--- src/rtl/instruction_fetch_unit.sv ---
// Single-outstanding instruction fetch unit: requests one word at the current PC,
// holds it for decode until accepted, then advances sequentially or to a branch target.
module instruction_fetch_unit #(
    parameter logic [31:0] RESET_PC = 32'h0000_0000,
    parameter int unsigned TIMEOUT  = 255
) (
    input  logic        clk,
    input  logic        reset,
    input  logic        enable,
    output logic        imem_req,
    output logic [31:0] imem_addr,
    input  logic        imem_rvalid,
    input  logic [31:0] imem_rdata,
    output logic        instr_valid,
    input  logic        instr_ready,
    output logic [31:0] instruction,
    output logic [6:0]  opcode,
    output logic [31:0] pc_out,
    input  logic        branch_taken,
    input  logic [31:0] branch_target,
    output logic        fetch_error,
    output logic [31:0] instr_count
);

    typedef enum logic [2:0] {
        IDLE  = 3'd0,
        REQ   = 3'd1,
        WAIT  = 3'd2,
        HOLD  = 3'd3,
        ERROR = 3'd4
    } state_t;

    localparam logic [7:0] TIMEOUT_LAST = 8'(TIMEOUT - 1);

    state_t      state;
    state_t      next_state;
    logic [31:0] pc;
    logic [7:0]  wait_cnt;

    logic handshake;
    logic misaligned;
    logic timeout_hit;

    assign handshake   = (state == HOLD) && instr_ready;
    assign misaligned  = branch_taken && (branch_target[1:0] != 2'b00);
    // The timeout fires on the TIMEOUT-th consecutive WAIT cycle without data.
    assign timeout_hit = (state == WAIT) && !imem_rvalid && (wait_cnt == TIMEOUT_LAST);

    assign imem_req  = (state == REQ);
    assign imem_addr = pc;
    assign pc_out    = pc;
    assign opcode    = instruction[6:0];

    always_ff @(posedge clk or posedge reset) begin
        if (reset) begin
            state <= IDLE;
        end else begin
            state <= next_state;
        end
    end

    always_comb begin
        next_state = state;
        case (state)
            IDLE: begin
                if (enable) begin
                    next_state = REQ;
                end
            end
            REQ: begin
                next_state = WAIT;
            end
            WAIT: begin
                if (imem_rvalid) begin
                    next_state = HOLD;
                end else if (timeout_hit) begin
                    next_state = ERROR;
                end
            end
            HOLD: begin
                if (instr_ready) begin
                    if (misaligned) begin
                        next_state = ERROR;
                    end else if (enable) begin
                        next_state = REQ;
                    end else begin
                        next_state = IDLE;
                    end
                end
            end
            ERROR: begin
                next_state = ERROR;
            end
            default: begin
                next_state = IDLE;
            end
        endcase
    end

    always_ff @(posedge clk or posedge reset) begin
        if (reset) begin
            pc          <= RESET_PC;
            wait_cnt    <= 8'd0;
            instruction <= 32'd0;
            instr_valid <= 1'b0;
            fetch_error <= 1'b0;
            instr_count <= 32'd0;
        end else begin
            case (state)
                REQ: begin
                    wait_cnt <= 8'd0;
                end
                WAIT: begin
                    if (imem_rvalid) begin
                        instruction <= imem_rdata;
                        instr_valid <= 1'b1;
                    end else if (timeout_hit) begin
                        fetch_error <= 1'b1;
                    end else begin
                        wait_cnt <= wait_cnt + 8'd1;
                    end
                end
                HOLD: begin
                    if (handshake) begin
                        instr_valid <= 1'b0;
                        instr_count <= instr_count + 32'd1;
                        // A misaligned redirect leaves the PC at the faulting fetch.
                        if (misaligned) begin
                            fetch_error <= 1'b1;
                        end else if (branch_taken) begin
                            pc <= branch_target;
                        end else begin
                            pc <= pc + 32'd4;
                        end
                    end
                end
                ERROR: begin
                    instr_valid <= 1'b0;
                    fetch_error <= 1'b1;
                end
                default: begin
                end
            endcase
        end
    end

endmodule

--- config.mk ---
export PLATFORM = sky130hd
export DESIGN_NAME = instruction_fetch_unit
export DESIGN_NICKNAME = d
export VERILOG_FILES = /design/src/rtl/instruction_fetch_unit.sv
export SDC_FILE = /design/constraint.sdc
export NUM_CORES = 1
export LEC_CHECK = 0
export CORE_MARGIN = 2
export CORE_UTILIZATION = 35
export DETAILED_ROUTE_END_ITERATION = 8
export DONT_BUFFER_PORTS = 1
export SLEW_MARGIN = 15
export SYNTH_ARGS = -nofsm -noshare
export SYNTH_HDL_FRONTEND = slang
export SYNTH_SLANG_ARGS = --single-unit
--- constraint.sdc ---
create_clock -name clk -period 3.94 [get_ports clk]
set_input_delay 0.788 -clock clk [delete_from_list [all_inputs] [get_ports clk]]
set_output_delay 0.788 -clock clk [all_outputs]
set_load 0.005 [all_outputs]
After elaboration in Yosys (flattened, before gate mapping) --
Index checks and enable logic that the tools add are counted.
Word-level totals: register bits after elaboration 109, bits in latches 0, memory bits (writable) 0, ROM bits 0, output and inout bits 138, logic and storage cells 60, memories kept 0
Operators by class: add/sub/neg operators 3, multiply operators 0, divide/modulo/power cells 0, $lt $le $gt $ge 0, equal/unequal tests 14, shifts and indexed selects 0, multiplexer cells 19, bitwise operators 1, reductions and logical operators 16
Operators with widths (number):
- 32-bit by 1-bit adder with 32-bit output, second input constant | 1
- 32-bit by 3-bit adder with 32-bit output, second input constant | 1
- 32-bit two-way mux | 1
- 8-bit two-way mux | 2
- 2-bit inequality test, second input constant | 8
- 8-bit one-hot mux with 2 select lines | 1
- 3-bit two-way mux | 5
- 3-bit one-hot mux with 5 select lines | 1
- 3-bit AND reduction | 4
- 8-bit by 1-bit adder with 8-bit output, second input constant | 1
- 8-bit equality test, second input constant | 1
- 1-bit two-way mux | 7
- 3-bit by 2-bit equality test with 1-bit output, second input constant | 2
- 1-bit one-hot mux with 3 select lines | 2
- 5-bit AND reduction | 1
- 1-bit logical AND | 4
- 2-bit AND reduction | 2
- 2-bit nonzero test | 2
- 3-bit by 1-bit equality test with 1-bit output, second input constant | 1
- 3-bit equality test, second input constant | 1
- 3-bit zero test | 1
- 3-bit inequality test, second input constant | 1
- 3-bit nonzero test | 1
- 1-bit zero test | 1
- 1-bit inverter | 1

Logic depth before layout (Yosys ltp) --
Gate-level depths: netlist of the first run.
depth after elaboration 6, mapped depth 8, mapped depth without buffers 7

Least setup slack after synthesis of the first run --
Ideal clock, no wire load.
path type in2reg, from input branch_target[1], to register pc[6], in the netlist imem_addr[6], library setup time 128 ps, arrival time 2005 ps, data required time 3812 ps, setup slack 1806 ps, stages 6, buffers on the path 2, cells stage by stage or2_1 clkbuf_1 a21oi_1 clkbuf_1 o21ai_0 o2bb2ai_1
On the way: word-level cells in the longest chain between the ends 4
Ends and longest elaborated chain:
- from (decl) | line 20 | input logic [31:0] branch_target,
- 2-bit nonzero test | line 45 | assign misaligned = branch_taken && (branch_target[1:0] != 2'b00);
- 1-bit logical AND | line 45
- 1-bit inverter (no line)
- 3-bit AND reduction (no line)
- to (signal assigned) | line 131 | pc <= branch_target;
- to (signal assigned) | line 133 | pc <= pc + 32'd4;
- to (decl) | line 37 | logic [31:0] pc;
Every way passes these cells. A chain may end at the register's enable or synchronous reset.

Worst setup path after layout of the first run --
from register state[1], to register instruction[9]
On the way: word-level cells in the longest chain between the ends 2
Ends and longest elaborated chain:
- from (decl) | line 35 | state_t state;
- from (signal assigned) | line 58 | state <= next_state;
- 3-bit by 2-bit equality test with 1-bit output | line 109 | case (state)
- 2-bit AND reduction (no line)
- to (signal assigned) | line 115 | instruction <= imem_rdata;
- to (decl) | line 16 | output logic [31:0] instruction,
Every way passes these cells.

==> results of run 1 <==
[sequential cells by signal, indices dropped and copies added (netlist names)]
signal / count
instruction: 32
state: 3
instr_valid: 1
imem_addr: 32
instr_count: 32
fetch_error: 1
wait_cnt: 8
[per-stage QoR]
step                total power, W  setup slack (ns)  utilization [%]
floorplan                 0.002520            0.2781                -
global placement          0.002535             1.687            35.23
detailed placement        0.002595             1.569            35.23
CTS                       0.003561             1.546            37.19
global route              0.003754             1.373            37.19
finish                    0.003518             1.545            37.19
[path summary, 6_finish.rpt]
path / from / to / slack (ns) / depth (start not counted)
min: reset / instruction[1] / 0.43 / 1
max: state[1] / instruction[9] / 1.55 / 4
min reg2reg: instr_count[31] / instr_count[31] / 0.52 / 1
min in group clk: instr_count[31] / instr_count[31] / 0.52 / 1
max reg2reg: state[1] / instruction[9] / 1.55 / 4
max in group asynchronous: reset / imem_addr[19] / 2.58 / 2
[logic make-up (layout without fill, tap and decap cells)]
| group | after synthesis | in the layout | share of synthesized area [%] |
|---|---|---|---|
| AO/OA/AOI/OAI | 102 | 102 | 11.94 |
| XOR/XNOR | 37 | 37 | 5.718 |
| adder cells (fa/ha/maj) | 4 | 4 | 0.8830 |
| buffers and inverters | 71 | 31 | 8.124 |
| flip-flops | 109 | 109 | 48.12 |
| multiplexers | 37 | 37 | 7.241 |
| AND/OR/NAND/NOR | 194 | 194 | 17.97 |
[layout make-up]
class | count | area, um2 | share of cell area [%]
flip-flops and latches | 109 | 2728 | 46.34
multi-input cells | 374 | 2490 | 42.30
clock inverters | 4 | 72.57 | 1.233
clock buffers | 12 | 236.5 | 4.018
inverters | 7 | 28.78 | 0.4889
well taps | 216 | 270.3 | 4.592
repair buffers | 8 | 60.06 | 1.020
[synthesized netlist by cell type (all sizes together) (4+ instances only)]
cell | count | share of area, %
and4 | 10 | 1.6
dfrtp | 109 | 48
and2 | 5 | 0.57
xor2 | 9 | 1.4
inv | 7 | 0.46
nor2 | 36 | 2.4
o22ai | 15 | 1.7
xnor2 | 28 | 4.3
a21oi | 27 | 2.4
buf | 50 | 6.6
nor3 | 15 | 1.5
and3 | 10 | 1.1
a311oi | 4 | 0.62
mux2i | 5 | 0.88
nand3 | 32 | 2.8
nand2 | 50 | 3.4
mux2 | 32 | 6.4
nand4 | 15 | 1.7
clkbuf | 13 | 0.86
ha | 4 | 0.88
o21ai | 19 | 1.7
[critical path: stages (launching register included)]
cell,delay (ns)
dfrtp_1,0.56
nand2b_1,0.28
nor3b_4,0.62
buf_4,0.42
mux2_2,0.38
[where the power goes]
| part | leakage [nW] | internal, W | switching, W | total, W |
|---|---|---|---|---|
| registers | 1.39 | 0.00142 | 0.000459 | 0.00188 |
| clock network | 0.147 | 0.000558 | 0.000404 | 0.000962 |
| logic | 0.850 | 0.000346 | 0.000326 | 0.000672 |
[layer usage]
metal  part of all wire, %  routed length [um]  GRT usage (%)  up-vias
li1                      -                   -              -     1889
met1                    38                5539          19.32     2009
met2                    49                7033          28.27      214
met3                    12                1719          7.832       15
met4                   1.4                 210          5.193        0
met5                     0                   0              0        -
[cell usage in the layout, fill, tap and decap left out, types with 4 or more instances in the layout]
cell type / instances
nor2_1: 36
nand2_1: 49
nand4_1: 15
ha_1: 4
o21ai_0: 16
a21oi_1: 26
and2_1: 4
nor3_1: 13
xnor2_1: 28
clkbuf_16: 9
mux2i_1: 5
buf_4: 8
mux2_2: 31
a311oi_1: 4
nand3_1: 32
and3_1: 10
and4_1: 7
dfrtp_1: 109
inv_1: 6
o22ai_1: 15
xor2_1: 9
==> impl_metrics.py, run 1 <==
metrics = {
    "global_routing": {
        "via_count_of_the_first_global_routing_pass": 4194,
        "maximum_number_of_pins_on_one_net_before_global_route_repair": 60,
        "grt_pass1_wl_um": 23090,
        "grt_usage_pct": 16.91,
        "global_route.overflow_total": 0,
        "grt_antenna_before_repair": 0,
    },
    "flow_run": {
        "maxCapViolCount": 0,
    },
    "sta": {
        "worst_slew_margin_rel_pct": 51.88,
        "post-route-period-util_pct": 60.78,
        "final.min_clock_period_ns": 2.395,
        "worstMarginPinSlew_ns": 0.7217,
        "final-setup-viol-count": 0,
        "fmax_mhz": 417.6,
        "setup_tns_ns": 0,
        "final.hold.worst_slack_ns": 0.4349,
        "final_max_slew_viols": 0,
        "rsz0062_at_grt": "false",
        "worst_clock_skew_ns": 0.007387,
        "finalHoldViolCount": 0,
    },
    "clocking": {
        "cts_setup_buffers": 0,
        "clkSlewWorstSetupHoldPaths_ns": 0.07,
        "clock-root-buffer": "clkbuf_16",
        "max-clock-path-buffers": 2,
        "cts_resized": 0,
        "tritoncts": "yes",
        "clkSinkCount": 109,
        "number_of_buffers_inserted_during_clock_tree_synthesis": 9,
        "insertion_delay_ns": 0.35,
        "cts.htree.levels": 3,
        "cts.hold.buffers_added": 0,
    },
    "die": {
        "io-pin-count": 208,
        "placement_rows": 46,
        "chipWidth_um": 131.3,
        "initial_utilization_pct": 35.81,
        "die-area_mm2": 0.01723,
        "core_region_area_mm2": 0.01583,
        "die_h_um": 131.3,
    },
    "detailed_routing": {
        "final_antenna_net_count": 0,
        "num_vias": 4127,
        "drt-wirelength-per-cell_um": 19.86,
        "detail_route.iter0.violations": 167,
        "drt_drc_violations_left": 0,
        "via_density": 5.653,
        "number_of_detailed_routing_iterations_run_before_antenna_repair": 5,
        "routed_wirelength_um": 14500,
    },
    "logic_synthesis": {
        "syn_nets": 628,
        "synth_async_sr_flop_share_pct": 100.0,
        "yosysWarnings": 0,
        "synth_seq_area_share_pct": 48.12,
        "syn_area_per_cell_um2": 10.23,
        "netlist-cell-type-count": 63,
        "synth_enable_flop_cells": 0,
        "netlist_area_mm2": 0.005668,
        "synth_top_flop_cell": "dfrtp_1",
        "synthesis.instances": 554,
        "yosys_register_bits": 109,
    },
    "worst_setup_path": {
        "timing.critical_path.from_type": "flop",
        "critPathCaptureType": "flop",
        "timing_worst_setup_path_type": "reg -> reg",
        "worst_ep_arrival_time_ns": 2.63,
        "cp_data_required_time_ns": 4.17,
        "timing.critical_path.fanout_max": 22,
    },
    "finish": {
        "insertedDiodeCount": 0,
        "layout.filler_cells": 1557,
        "layout.nets": 583,
        "synthToLayoutAreaGrowth_pct": 3.841,
        "finalNonFillerCells": 730,
        "final_cell_area_mm2": 0.005886,
        "layout-drive-gt1-share_pct": 12.65,
    },
    "placement": {
        "gp_routability_congestion": 0.8058,
        "dpl.cell_count": 714,
        "placement.cell_area_mm2": 0.005577,
        "numPortBuffers": 0,
        "dp_hpwl_um": 10660,
    },
    "power_and_ir_drop": {
        "vdd.ir_drop.worst_v": 0.0002178,
        "leakage_nw": 2.390,
        "power_density_mw_per_mm2": 597.7,
    },
    "outcome": {
        "outcome": "completed",
    },
    "worst_hold_path": {
        "hold_class": "in -> async",
    },
}
Power figures use the tool's default switching activity.
==> run 2: changes to the inputs <==
==> constraint.sdc (replaced) <==
create_clock -name clk -period 2.21 [get_ports clk]
set_input_delay 0.442 -clock clk [delete_from_list [all_inputs] [get_ports clk]]
set_output_delay 0.442 -clock clk [all_outputs]
set_load 0.005 [all_outputs]
==> run 2 against run 1 <==
  * Clock skew rose by 0.0020 ns
  * Sequential share of layout area is 2.2 points lower
  * Clock power rose by 99%
  * Count of clock-buffer cells in the layout shrank 3
  * Sequential power up 65%
  * Critical path depth increased by 2
  * Final cell count rose by 4.1%
  * Power is 90% higher
  * Routed wire length increased by 1.5%
  * Maximum frequency up 16%
  * Flip-flop and latch count unchanged
  * Critical endpoint is now imem_addr[28]
  * Largest cell class unchanged
  * Largest power group unchanged
  * Highest routed layer unchanged
==> impl_metrics.py, run 2 (synthesis gave the netlist of run 1 again) <==
metrics = {
    "outcome": {
        "outcome": "completed",
    },
    "sta": {
        "finalHoldViolCount": 0,
        "rsz0062_at_grt": "false",
        "setup_tns_ns": 0,
        "worstMarginPinSlew_ns": 0.6600,
        "final-setup-viol-count": 0,
        "final.hold.worst_slack_ns": 0.04350,
        "post-route-period-util_pct": 93.56,
        "worst_slew_margin_rel_pct": 56.00,
        "worst_clock_skew_ns": 0.009381,
        "final.min_clock_period_ns": 2.068,
        "final_max_slew_viols": 0,
        "fmax_mhz": 483.6,
    },
    "worst_setup_path": {
        "timing.critical_path.fanout_max": 7,
        "timing_worst_setup_path_type": "reg -> reg",
        "worst_path_max_delay_cell": "nor4_1",
        "cpLargestDelayFamily": "simple AND/OR/NAND/NOR gates",
        "critical_path.max_stage_delay_ns": 0.56,
        "crit_top_cell": "nand3_1",
        "cp_data_required_time_ns": 2.46,
        "worst_ep_arrival_time_ns": 2.32,
        "timing.critical_path.buf_inv": 0,
        "crit_chain": "ha_1 -> and3_1 -> nand3_1 -> nor4_1 -> nand3_1 -> o211a_1",
        "critPathCaptureType": "flop",
        "timing.critical_path.from_type": "flop",
    },
    "finish": {
        "most_frequent_standard_cell_in_the_layout_excluding_fill_and_tap_cells": "dfrtp_1",
        "layout.nets": 612,
        "layout.filler_cells": 1562,
        "layout-drive-gt1-share_pct": 17.86,
        "layout.cells.most_common_list": "dfrtp_1 (109), nand2_1 (49), nor2_1 (36), buf_4 (35), nand3_1 (32)",
        "synthToLayoutAreaGrowth_pct": 8.984,
    },
    "power_and_ir_drop": {
        "seqPwrFrac_pct": 46.4,
        "report.power.total_w": 0.006697,
        "cellInternalPower_w": 0.004474,
        "clock_power_share_pct": 28.5,
        "logic_pwr_share_pct": 25.1,
        "leakage_nw": 2.560,
        "power.share.switching_pct": 33.20,
        "switchingPower_w": 0.002223,
        "power_density_mw_per_mm2": 1084,
        "vdd.ir_drop.worst_v": 0.0005676,
    },
    "worst_hold_path": {
        "hold_class": "in -> async",
    },
    "clocking": {
        "cts_setup_buffers": 0,
        "number_of_buffers_inserted_during_clock_tree_synthesis": 9,
        "clock-root-buffer": "clkbuf_16",
        "max-clock-path-buffers": 2,
        "insertion_delay_ns": 0.35,
        "tritoncts": "yes",
        "cts.htree.levels": 3,
        "clkSlewWorstSetupHoldPaths_ns": 0.08,
        "cts_resized": 0,
        "cts.hold.buffers_added": 0,
        "clkSinkCount": 109,
    },
    "die": {
        "chipWidth_um": 131.3,
        "core_region_area_mm2": 0.01583,
        "io-pin-count": 208,
        "placement_rows": 46,
        "initial_utilization_pct": 35.81,
        "die-area_mm2": 0.01723,
        "die_h_um": 131.3,
    },
    "global_routing": {
        "maximum_number_of_pins_on_one_net_before_global_route_repair": 60,
        "grt_pass1_wl_um": 23380,
        "via_count_of_the_first_global_routing_pass": 4286,
        "grt_antenna_before_repair": 1,
        "global_route.overflow_total": 0,
        "grt_usage_pct": 16.94,
    },
    "detailed_routing": {
        "num_vias": 4287,
        "routed_wirelength_um": 14720,
        "via_density": 5.641,
        "drt_drc_violations_left": 0,
        "final_antenna_net_count": 0,
        "number_of_detailed_routing_iterations_run_before_antenna_repair": 6,
        "drt-wirelength-per-cell_um": 19.36,
        "detail_route.iter0.violations": 272,
    },
    "placement": {
        "dp_hpwl_um": 10980,
        "numPortBuffers": 0,
        "gp_routability_congestion": 0.8399,
    },
    "flow_run": {
        "maxCapViolCount": 0,
    },
}
run 2: path summary, 6_finish.rpt:
kind / start / endpoint / slack [ns] / cells after the start
max: imem_addr[3] / imem_addr[28] / 0.14 / 6
min: reset / instruction[4] / 0.04 / 2
max reg2reg: imem_addr[3] / imem_addr[28] / 0.14 / 6
min reg2reg: instr_count[31] / instr_count[31] / 0.52 / 1
max in group asynchronous: reset / instruction[22] / 1.55 / 2
min in group clk: branch_taken / imem_addr[5] / 0.20 / 1
run 2: layer usage:
metal  vias up  part of all wire [%]  track usage (%)
li1       1945                     -                -
met3        26                    10            7.253
met1      2091                    40            19.97
met2       225                    48            27.95
met4         0                   1.8            5.435
met5         -                     0                0
run 2: cell type report:
type	count	area [um2]	area share [%]
repair buffers	37	302.8	4.902
inverters	7	30.03	0.4861
well taps	216	270.3	4.375
flip-flops and latches	109	2728	44.16
diodes	1	2.502	0.04051
multi-input cells	374	2490	40.31
clock inverters	7	128.9	2.086
clock buffers	9	225.2	3.646
run 2: metrics by stage:
step | utilization, % | cells | setup slack, ns | instance area, um2
2_1_floorplan | - | 554 | 0.3567 | 5672
3_3_place_gp | 36.77 | 743 | 0.3050 | 5821
3_5_place_dp | 36.77 | 743 | 0.1995 | 5821
4_1_cts | 39.01 | 759 | 0.1833 | 6175
5_1_grt | 39.01 | 759 | 0.05529 | 6175
6_report | 39.03 | 760 | 0.1423 | 6177
run 2: power by group through the flow:
| stage | clock network [W] | registers, W | logic, W |
|---|---|---|---|
| floorplan | 0 | 0.00307 | 0.00143 |
| global placement | 0 | 0.00312 | 0.00164 |
| detailed placement | 0 | 0.00314 | 0.00169 |
| CTS | 0.00196 | 0.00311 | 0.00170 |
| global route | 0.00204 | 0.00319 | 0.00187 |
| finish | 0.00191 | 0.00311 | 0.00168 |
==> run 3: changes to the inputs <==
==> constraint.sdc (replaced) <==
create_clock -name clk -period 2.1 [get_ports clk]
set_input_delay 0.21 -clock clk [delete_from_list [all_inputs] [get_ports clk]]
set_output_delay 0.21 -clock clk [all_outputs]
set_load 0.005 [all_outputs]
==> run 3 against run 2 <==
  * Via count is 2.3% higher
  * Non-clock buffer count is 38 higher
  * Count of clock-buffer cells in the layout unchanged
  * Power grew 3.3%
  * Worst hold slack got worse by 0.023 ns
  * Critical endpoint is now wait_cnt[7]
  * Largest cell class unchanged
==> impl_metrics.py, run 3 (synthesis gave the netlist of run 1 again) <==
metrics = {
    "worst_setup_path": {
        "cp-startpoint": "wait_cnt[0]",
        "stages_on_the_worst_setup_path": 7,
        "critical_path.max_stage_delay_ns": 0.50,
        "timing.critical_path.from_type": "flop",
        "worst_path_max_delay_cell": "a2111o_1",
        "cp_data_required_time_ns": 2.34,
        "crit_chain": "inv_1 -> ha_1 -> and3_1 -> a2111o_1 -> nor3_1 -> xnor2_1 -> nor2_1",
        "length_in_cells_of_the_worst_reg_to_reg_path": 7,
        "critical_path.reg2reg.startpoint": "wait_cnt[0]",
        "cpLargestDelayFamily": "simple AND/OR/NAND/NOR gates",
        "r2r_end": "wait_cnt[7]",
        "timing.critical_path.fanout_max": 6,
        "setup.reg_to_reg.worst_slack_ns": 0.15,
        "timing.critical_path.buf_inv": 1,
        "critPathCaptureType": "flop",
        "worst_ep_arrival_time_ns": 2.19,
        "endpoint": "wait_cnt[7]",
        "timing_worst_setup_path_type": "reg -> reg",
    },
    "sta": {
        "final_max_slew_viols": 0,
        "worst_slew_margin_rel_pct": 64.68,
        "worstMarginPinSlew_ns": 0.5298,
        "finalHoldViolCount": 0,
        "worst_clock_skew_ns": 0.004797,
        "post-route-period-util_pct": 92.98,
        "final.hold.worst_slack_ns": 0.02031,
        "finalWorstSetupSlack_ns": 0.1473,
        "final-setup-viol-count": 0,
        "rsz0062_at_grt": "false",
        "setup_tns_ns": 0,
        "fmax_mhz": 512.1,
        "final.min_clock_period_ns": 1.953,
    },
    "global_routing": {
        "grt_antenna_before_repair": 0,
        "maximum_number_of_pins_on_one_net_before_global_route_repair": 67,
        "global_route.overflow_total": 0,
        "via_count_of_the_first_global_routing_pass": 4430,
        "grt_pass1_wl_um": 24030,
        "grt_usage_pct": 17.41,
    },
    "detailed_routing": {
        "drt_drc_violations_left": 0,
        "detail_route.iter0.violations": 320,
        "num_vias": 4384,
        "number_of_detailed_routing_iterations_run_before_antenna_repair": 5,
        "final_antenna_net_count": 0,
        "routed_wirelength_um": 15040,
        "via_density": 5.501,
        "drt-wirelength-per-cell_um": 18.87,
    },
    "power_and_ir_drop": {
        "vdd.ir_drop.worst_v": 0.0006487,
        "leakage_nw": 2.722,
        "power_density_mw_per_mm2": 1062,
    },
    "finish": {
        "layout.cells.most_common_list": "dfrtp_1 (109), nand2_1 (49), buf_4 (41), nor2_1 (35)",
        "most_frequent_standard_cell_in_the_layout_excluding_fill_and_tap_cells": "dfrtp_1",
        "layout-drive-gt1-share_pct": 18.07,
        "synthToLayoutAreaGrowth_pct": 14.92,
        "layout.nets": 650,
        "insertedDiodeCount": 0,
        "postLayoutCoreUtil_pct": 41.15,
    },
    "die": {
        "chipWidth_um": 131.3,
        "die_h_um": 131.3,
        "placement_rows": 46,
        "io-pin-count": 208,
        "die-area_mm2": 0.01723,
        "core_region_area_mm2": 0.01583,
        "initial_utilization_pct": 35.81,
    },
    "clocking": {
        "cts.htree.levels": 3,
        "insertion_delay_ns": 0.35,
        "max-clock-path-buffers": 2,
        "cts_setup_buffers": 0,
        "tritoncts": "yes",
        "clock-root-buffer": "clkbuf_16",
        "number_of_buffers_inserted_during_clock_tree_synthesis": 9,
        "clkSinkCount": 109,
        "clkSlewWorstSetupHoldPaths_ns": 0.07,
    },
    "placement": {
        "numPortBuffers": 0,
        "dp_hpwl_um": 10890,
        "dpl_worst_slack_ns": 0.1137,
        "gp_routability_congestion": 0.8028,
    },
    "worst_hold_path": {
        "timing.hold.worst_path_depth": 1,
        "hold_class": "in -> reg",
    },
    "outcome": {
        "outcome": "completed",
    },
    "flow_run": {
        "maxCapViolCount": 0,
    },
}
[run 3: cell count changes in the layout (fill, tap and decap cells not counted), moves of 2 or more]
cell,before,now
inv_6,1,4
inv_8,2,0
dlygate4sd3_1,0,32
bufinv_16,3,1
buf_4,35,41
[run 3: layout make-up]
type / count / area [um2]
fillers: 1502 / 9314
flip-flops and latches: 109 / 2728
multi-input cells: 374 / 2514
repair buffers: 75 / 668.1
well taps: 216 / 270.3
clock buffers: 9 / 225.2
clock inverters: 7 / 78.83
inverters: 7 / 30.03
[run 3: per-layer routing]
| metal | global-route usage (%) | share of wire, % | up-vias |
|---|---|---|---|
| li1 | - | - | 2017 |
| met1 | 21.08 | 42 | 2136 |
| met2 | 28.51 | 48 | 209 |
| met3 | 7.137 | 9.2 | 22 |
| met4 | 5.133 | 1.7 | 0 |
| met5 | 0 | 0 | - |
[run 3: report_power, final]
part / switching, W / internal [W]
sequential: 0.000543 / 0.00267
combinational: 0.00101 / 0.000936
clock: 0.000810 / 0.000943
total: 0.00237 / 0.00455
[run 3: stage by stage]
stage / power [W] / cell area [um2] / std cells
after floorplan: 0.004729 / 5672 / 554
after global placement: 0.005057 / 5866 / 749
final: 0.006920 / 6514 / 797
after detailed placement: 0.005149 / 5866 / 749
after global routing: 0.007376 / 6514 / 797
after CTS: 0.006976 / 6440 / 792
[run 3: what timing repair did]
item	4_1_cts	5_1_grt
hold endpoints to repair	137	5
hold buffers	27	5
gates resized for setup	0	5
setup endpoints to repair	0	11
[run 3: how the worst min path moves through the flow]
stage | start | to | slack, ns
after floorplan | instr_ready | state[0] | 0.32
after global placement | reset | instruction[4] | 0.21
after detailed placement | reset | instruction[4] | 0.22
after CTS | imem_rdata[5] | instruction[5] | 0.0001
after global routing | imem_rdata[14] | instruction[14] | 0.004
final | imem_rdata[27] | instruction[27] | 0.02
